<file path="src/rtl/branch_redirect_controller.sv">
// -----------------------------------------------------------------------------
// branch_redirect_controller
//
// Sequences front-end recovery after ID proves a branch prediction wrong.
// The resolved target is captured and presented to the IF PC mux as a
// registered redirect. The redirect is held until fetch accepts it. A
// configurable number of refill cycles then squashes wrong-path fetch
// slots. Saturating branch and mispredict statistics are kept.
//
// Ports
//   clk                  rising-edge clock
//   rst                  asynchronous reset, active-low (0 = reset)
//   id_valid             ID holds a valid instruction
//   id_is_branch         ID instruction is a conditional branch or jump
//   id_prediction_failed predicted PC differs from the resolved target
//   id_correct_pc        resolved next PC from ID
//   hazard_stall         ID is held; the same instruction will re-present
//   if_stall             IF cannot accept a redirect this cycle
//   redirect_valid       IF must load redirect_pc
//   redirect_pc          captured correct target
//   flush_if             squash the instruction in the IF/ID register
//   busy                 controller is not idle
//   branch_count         accepted branches, saturating
//   mispredict_count     accepted mispredictions, saturating
// -----------------------------------------------------------------------------
module branch_redirect_controller #(
    parameter int XLEN          = 64,
    parameter int REFILL_CYCLES = 1,
    parameter int CNT_W         = 32
) (
    input  logic             clk,
    input  logic             rst,
    input  logic             id_valid,
    input  logic             id_is_branch,
    input  logic             id_prediction_failed,
    input  logic [XLEN-1:0]  id_correct_pc,
    input  logic             hazard_stall,
    input  logic             if_stall,
    output logic             redirect_valid,
    output logic [XLEN-1:0]  redirect_pc,
    output logic             flush_if,
    output logic             busy,
    output logic [CNT_W-1:0] branch_count,
    output logic [CNT_W-1:0] mispredict_count
);

    typedef enum logic [1:0] {
        IDLE     = 2'd0,
        REDIRECT = 2'd1,
        REFILL   = 2'd2
    } state_e;

    // The refill counter only ever holds values up to REFILL_CYCLES-1.
    localparam int RC_W = (REFILL_CYCLES < 2) ? 1 : $clog2(REFILL_CYCLES);
    localparam logic [RC_W-1:0] REFILL_LOAD =
        RC_W'((REFILL_CYCLES > 0) ? (REFILL_CYCLES - 1) : 0);

    state_e            state_q, state_d;
    logic [RC_W-1:0]   refill_cnt_q, refill_cnt_d;
    logic [XLEN-1:0]   redirect_pc_q, redirect_pc_d;
    logic              redirect_valid_q, redirect_valid_d;
    logic              flush_if_q, flush_if_d;
    logic              busy_q, busy_d;
    logic [CNT_W-1:0]  branch_count_q, branch_count_d;
    logic [CNT_W-1:0]  mispredict_count_q, mispredict_count_d;
    logic              acc;

    function automatic logic [CNT_W-1:0] sat_inc(input logic [CNT_W-1:0] v);
        return (&v) ? v : v + 1'b1;
    endfunction

    // A hazard-held instruction re-presents, so it is only taken on its
    // non-stalled cycle; this makes every branch count exactly once.
    assign acc = id_valid & id_is_branch & ~hazard_stall;

    always_comb begin
        // NOTE: every variable gets a default first so no path leaves one
        // unassigned, which would otherwise infer a latch.
        state_d            = state_q;
        refill_cnt_d       = refill_cnt_q;
        redirect_pc_d      = redirect_pc_q;
        branch_count_d     = branch_count_q;
        mispredict_count_d = mispredict_count_q;

        unique case (state_q)
            IDLE: begin
                if (acc) begin
                    branch_count_d = sat_inc(branch_count_q);
                    if (id_prediction_failed) begin
                        mispredict_count_d = sat_inc(mispredict_count_q);
                        redirect_pc_d      = id_correct_pc;
                        state_d            = REDIRECT;
                    end
                end
            end
            REDIRECT: begin
                // ID inputs are wrong-path here; only fetch acceptance matters.
                if (!if_stall) begin
                    if (REFILL_CYCLES > 0) begin
                        state_d      = REFILL;
                        refill_cnt_d = REFILL_LOAD;
                    end else begin
                        state_d = IDLE;
                    end
                end
            end
            REFILL: begin
                // Countdown runs regardless of if_stall.
                if (refill_cnt_q == '0) begin
                    state_d = IDLE;
                end else begin
                    refill_cnt_d = refill_cnt_q - 1'b1;
                end
            end
            default: state_d = IDLE;
        endcase

        // Outputs are decoded from the next state so they leave flops
        // alongside the state itself.
        redirect_valid_d = (state_d == REDIRECT);
        flush_if_d       = (state_d != IDLE);
        busy_d           = (state_d != IDLE);
    end

    // NOTE: sequential state uses non-blocking assignments so every flop
    // samples the pre-edge values regardless of statement order.
    always_ff @(posedge clk or negedge rst) begin
        if (!rst) begin
            state_q            <= IDLE;
            refill_cnt_q       <= '0;
            redirect_pc_q      <= '0;
            redirect_valid_q   <= 1'b0;
            flush_if_q         <= 1'b0;
            busy_q             <= 1'b0;
            branch_count_q     <= '0;
            mispredict_count_q <= '0;
        end else begin
            state_q            <= state_d;
            refill_cnt_q       <= refill_cnt_d;
            redirect_pc_q      <= redirect_pc_d;
            redirect_valid_q   <= redirect_valid_d;
            flush_if_q         <= flush_if_d;
            busy_q             <= busy_d;
            branch_count_q     <= branch_count_d;
            mispredict_count_q <= mispredict_count_d;
        end
    end

    assign redirect_valid   = redirect_valid_q;
    assign redirect_pc      = redirect_pc_q;
    assign flush_if         = flush_if_q;
    assign busy             = busy_q;
    assign branch_count     = branch_count_q;
    assign mispredict_count = mispredict_count_q;

endmodule

</file>
<file path="config.mk">
export PLATFORM = sky130hd
export DESIGN_NAME = branch_redirect_controller
export DESIGN_NICKNAME = d
export VERILOG_FILES = /design/src/rtl/branch_redirect_controller.sv
export SDC_FILE = /design/constraint.sdc
export NUM_CORES = 1
export LEC_CHECK = 0
export CAP_MARGIN = 20
export CORE_ASPECT_RATIO = 0.6
export CORE_MARGIN = 1.5
export CORE_UTILIZATION = 45
export CTS_CLUSTER_DIAMETER = 120
export DETAILED_ROUTE_END_ITERATION = 8
export PLACE_DENSITY_LB_ADDON = 0.1
export SETUP_SLACK_MARGIN = 0.1
export SYNTH_ARGS = -nofsm -noshare
export SYNTH_HDL_FRONTEND = slang
export SYNTH_SLANG_ARGS = --single-unit
</file>
<file path="constraint.sdc">
create_clock -name clk -period 2.1 [get_ports clk]
set_clock_uncertainty 0.05 [all_clocks]
set_input_delay 0.315 -clock clk [delete_from_list [all_inputs] [get_ports clk]]
set_output_delay 0.315 -clock clk [all_outputs]
set_load 0.05 [all_outputs]
</file>
* After elaboration in Yosys (flattened, before gate mapping) *
Index checks and enable logic that the tools add are counted.

storage, ports and cells
  input bits = 71
  word-level logic and storage cells = 36
  flip-flop bits (word level) = 133
  output and inout port bits = 131

cells by class
  bitwise logic cells = 5
  mux-type cells = 8
  add/sub/neg operators = 3
  reduce and logical (&&, ||, !) cells = 9
  eq/ne operators = 4

operators by type and width
  cell                                                             number
  32-bit by 1-bit adder with 32-bit output, second input constant  2
  32-bit AND reduction                                             2
  2-bit 2-to-1 mux                                                 4
  2-bit one-hot mux with 3 select lines                            1
  3-bit AND reduction                                              2
  2-bit by 1-bit == test with 1-bit output, second input constant  2
  4-bit AND reduction                                              1
  2-bit nonzero test                                               2
  1-bit inverter                                                   3
  1-bit bitwise AND                                                2
  2-bit == test, second input constant                             1
  2-bit zero test                                                  1
  1-bit 2-to-1 mux                                                 2
  2-bit inequality test, second input constant                     1
  1-bit one-hot mux with 2 select lines                            1
  2-bit AND reduction                                              1
  1-bit subtractor, second input constant                          1

* Longest topological paths before layout *
  word-level depth = 5
  depth in mapped cells = 7
  mapped depth without buffers = 6

* Worst setup path before layout *
Ideal clock, no wire load.

  kind = flip-flop to flip-flop
  start = register branch_count_q[27] (netlist: branch_count[27])
  end = register branch_count_q[1] (netlist: branch_count[1])
  path slack = -0.183 ns
  arrival time = 2.108 ns
  buffers on the path = 1
  period minus slack after synthesis = 2.283 ns
  stages on the path, launching flop included = 6
  library setup time = 0.125 ns
  required time = 1.925 ns
  path through = dfrtp_1 nand4_1 or4_4 o31a_1 buf_6 mux2_4

on the way
  word-level cells in the longest chain between the ends = 3

RTL lines
  what                           RTL line  text
  start: declaration             64        logic [CNT_W-1:0] branch_count_q, branch_count_d;
  start signal: assignment       144       branch_count_q <= branch_count_d;
  32-bit AND reduction           69        return (&v) ? v : v + 1'b1;
  1-bit inverter (no line)       -
  3-bit AND reduction (no line)  -

Every way passes these cells.
A chain may end at the register's enable or synchronous reset.

* Worst setup path after layout *
  start = register branch_count_q[16] (netlist: branch_count[16])
  end = register branch_count_q[1] (netlist: branch_count[1])

Same word-level chain as after synthesis.

==> results.py <==
metrics = {
    "timing": {
        "worst_pin_slew_ns": 0.606,
        "tns_ns": 0,
        "fin_crit_sh_pct": 96.6,
        "setup_viol": 0,
        "slew_headroom_pct": 59.6,
        "drv_slew": 0,
        "period_minus_slack_ns": 2.03,
        "timing.hold.ws_ns": 0.341,
        "grt_setup_unrepaired": "true",
        "hold_viol_final": 0,
        "fmax_mhz": 493,
    },
    "logic_synthesis": {
        "yosysSeqAreaShare_pct": 59.5,
        "yosysWarnings": 0,
        "synth-edff-count": 0,
        "synth_top_cell_by_area": "dfrtp_1",
        "ys_seq_elements": 132,
        "avgSynthCellArea_um2": 13.0,
        "synth_area_leaders": "dfrtp_1 59%, mux2_2 13%, xnor2_1 5.0%, xor2_1 4.7%, nand4_1 3.0%",
        "netlist_area_um2": 5550,
        "yosysUniqueCellTypes": 39,
        "synthArstFlopShare_pct": 100,
        "synthFlopType": "dfrtp_1",
        "syn-num-nets": 499,
        "yosysTopAreaCellShare_pct": 59.5,
        "synthCells": 426,
    },
    "finish": {
        "drive_above_1_share_pct": 28.9,
        "final_cell_mix": "134 x clkdlybuf4s50_1, 92 x dfrtp_1, 65 x mux2_2, 52 x dlygate4sd2_1, 40 x dfrtp_2",
        "syn2layout_area_growth_pct": 58.4,
        "layout.cells.non_filler": 853,
        "design_area_um2": 8790,
        "layout.nets": 748,
        "n_antenna_cell": 0,
        "fin_util_pct": 72.9,
        "mostFrequentLayoutCell": "clkdlybuf4s50_1",
    },
    "clocking": {
        "clockRootBuffer": "clkbuf_16",
        "clockBufferDepth": 2,
        "cts_buffers": 17,
        "htree_levels": 4,
        "clk_pin_slew_ns": 0.06,
        "clk_latency_ns": 0.41,
        "clock-sinks": 132,
        "cts_tree": "built",
    },
    "floorplanning": {
        "core_area_um2": 12100,
        "num_io_pins": 202,
        "initial_core_util_pct": 46.0,
        "die_h_um": 89.0,
        "fp-row-count": 31,
        "die_area_um2": 13000,
        "die_w_um": 146,
    },
    "critical_path": {
        "path_max_fanout": 8,
        "r2r_slack_ns": 0.07,
        "ff2ff_path_depth": 5,
        "required_ns": 2.34,
        "cp-endpoint": "branch_count[1]",
        "r2r_start": "branch_count[16]",
        "start_kind": "register",
        "crit_start": "branch_count[16]",
        "r2r-end": "branch_count[1]",
        "path_class": "register to register",
        "worstPathArrival_ns": 2.27,
        "end_kind": "register",
    },
    "global_routing": {
        "grt_max_degree": 68,
        "grt_use_total_pct": 22.8,
        "grt_pass1_wl_mm": 22.8,
        "antenna_found_initial": 0,
        "overflow": 0,
        "grt_pass1_vias": 4208,
    },
    "power_and_ir_drop": {
        "peakVddDrop_uv": 735,
        "seqPwrFrac_pct": 35.5,
        "swShare_pct": 35.7,
        "powerDensity_nw_per_um2": 1030,
        "internal_power_uw": 5810,
        "p_switching_uw": 3220,
        "leakage_uw": 0.00419,
        "clkPwrFrac_pct": 32.9,
        "power_frac_comb_pct": 31.6,
    },
    "placed_design": {
        "placed_area_um2": 8080,
        "gp_congestion": 0.856,
        "dp_hpwl_mm": 10.6,
        "portBuffers": 201,
        "dp.cells": 817,
    },
    "drt": {
        "dr.pass1.iters": 4,
        "num_vias": 4279,
        "drc": 0,
        "avgRoutedWirePerCell_um": 17.1,
        "ant_nets": 0,
        "drt_iter0_drc": 160,
        "routed_wl_mm": 14.6,
        "viasPerCell": 5.02,
    },
    "job": {
        "maxCapViolCount": 0,
    },
    "status": {
        "status": "finished, final reports clean",
    },
    "worst_hold_path": {
        "hold_class": "primary input to async pin",
    },
}
[area by class of cell]
type	instances	area, um^2
clock buffers	19	453
well taps	165	206
flip-flops and latches	132	3350
multi-input cells	277	2300
repair buffers	240	2310
inverters	7	26.3
clock inverters	13	148
fillers	832	3270
[power groups by stage]
stage	combinational [uW]	sequential, uW	clock [uW]
global placement	2860	3220	0
CTS	2880	3210	3020
floorplan	414	4590	0
finish	2860	3200	2980
global route	2960	3260	3140
detailed placement	2900	3250	0
[cells by family (layout without fill, tap and decap cells)]
family	count (synthesis)	count (layout)	synth area share, %
muxes	66	66	13.5
adders and majority gates	2	2	0.451
xor gates and xnor gates	62	62	9.78
buffers and inverters	17	279	1.42
DFF	132	132	59.5
AOI/OAI and AO/OA	9	9	1.37
and+or+nand+nor	138	138	14.0
[critical path, cell delays in order (launching register included)]
cell	delay, ns
dfrtp_2	0.40
nand4_1	0.16
or4_4	0.60
o31a_1	0.28
buf_6	0.14
mux2_4	0.28
[flip-flops by register name (all words and copies together) (netlist names)]
signal	flops
redirect_pc	64
branch_count	32
redirect_valid	1
mispredict_count	32
state_q	2
busy	1
[through the flow]
stage                     setup slack (ns)  power [uW]
final                               0.0707        9040
after global routing                0.0116        9360
after global placement              -0.276        6090
after floorplan                   -0.00307        5010
after detailed placement            -0.320        6150
after CTS                           0.0994        9100
[Yosys cell counts (2+ instances only)]
cell / count
xor2_1: 30
or2_2: 2
nand2b_1: 2
nand2_1: 21
and3_1: 8
nor4_1: 5
and2_1: 2
ha_1: 2
inv_1: 7
nor3_1: 13
dfrtp_1: 132
xnor2_1: 32
buf_2: 3
and4_1: 9
buf_1: 4
o21ai_0: 3
nand3_1: 19
nor3b_1: 2
nor2_1: 19
nand4b_1: 2
nand4_1: 27
mux2_2: 65
[worst min-delay path by stage]
stage | startpoint | endpoint | slack [ns] | cells after the start
finish | rst | branch_count[18] | 0.34 | 2
global route | rst | branch_count[21] | 0.39 | 2
CTS | rst | branch_count[19] | 0.34 | 2
detailed placement | rst | branch_count[19] | 0.21 | 1
global placement | rst | branch_count[19] | 0.21 | 1
floorplan | rst | branch_count[0] | -0.03 | 0
[layer usage]
layer  GRT usage, %  wire, um
met5              0         0
met4           6.89       104
met1           32.2      6900
met2           34.8      6740
met3           6.28       821
[timing repair]
item	in CTS	in global routing
resized for setup	56	29
setup buffers	2	1
setup endpoints to repair	68	56
pin swaps	2	6
gates cloned	0	0
hold buffers	1	0
endpoints found under the hold margin	38	0
Power figures use the tool's default switching activity.
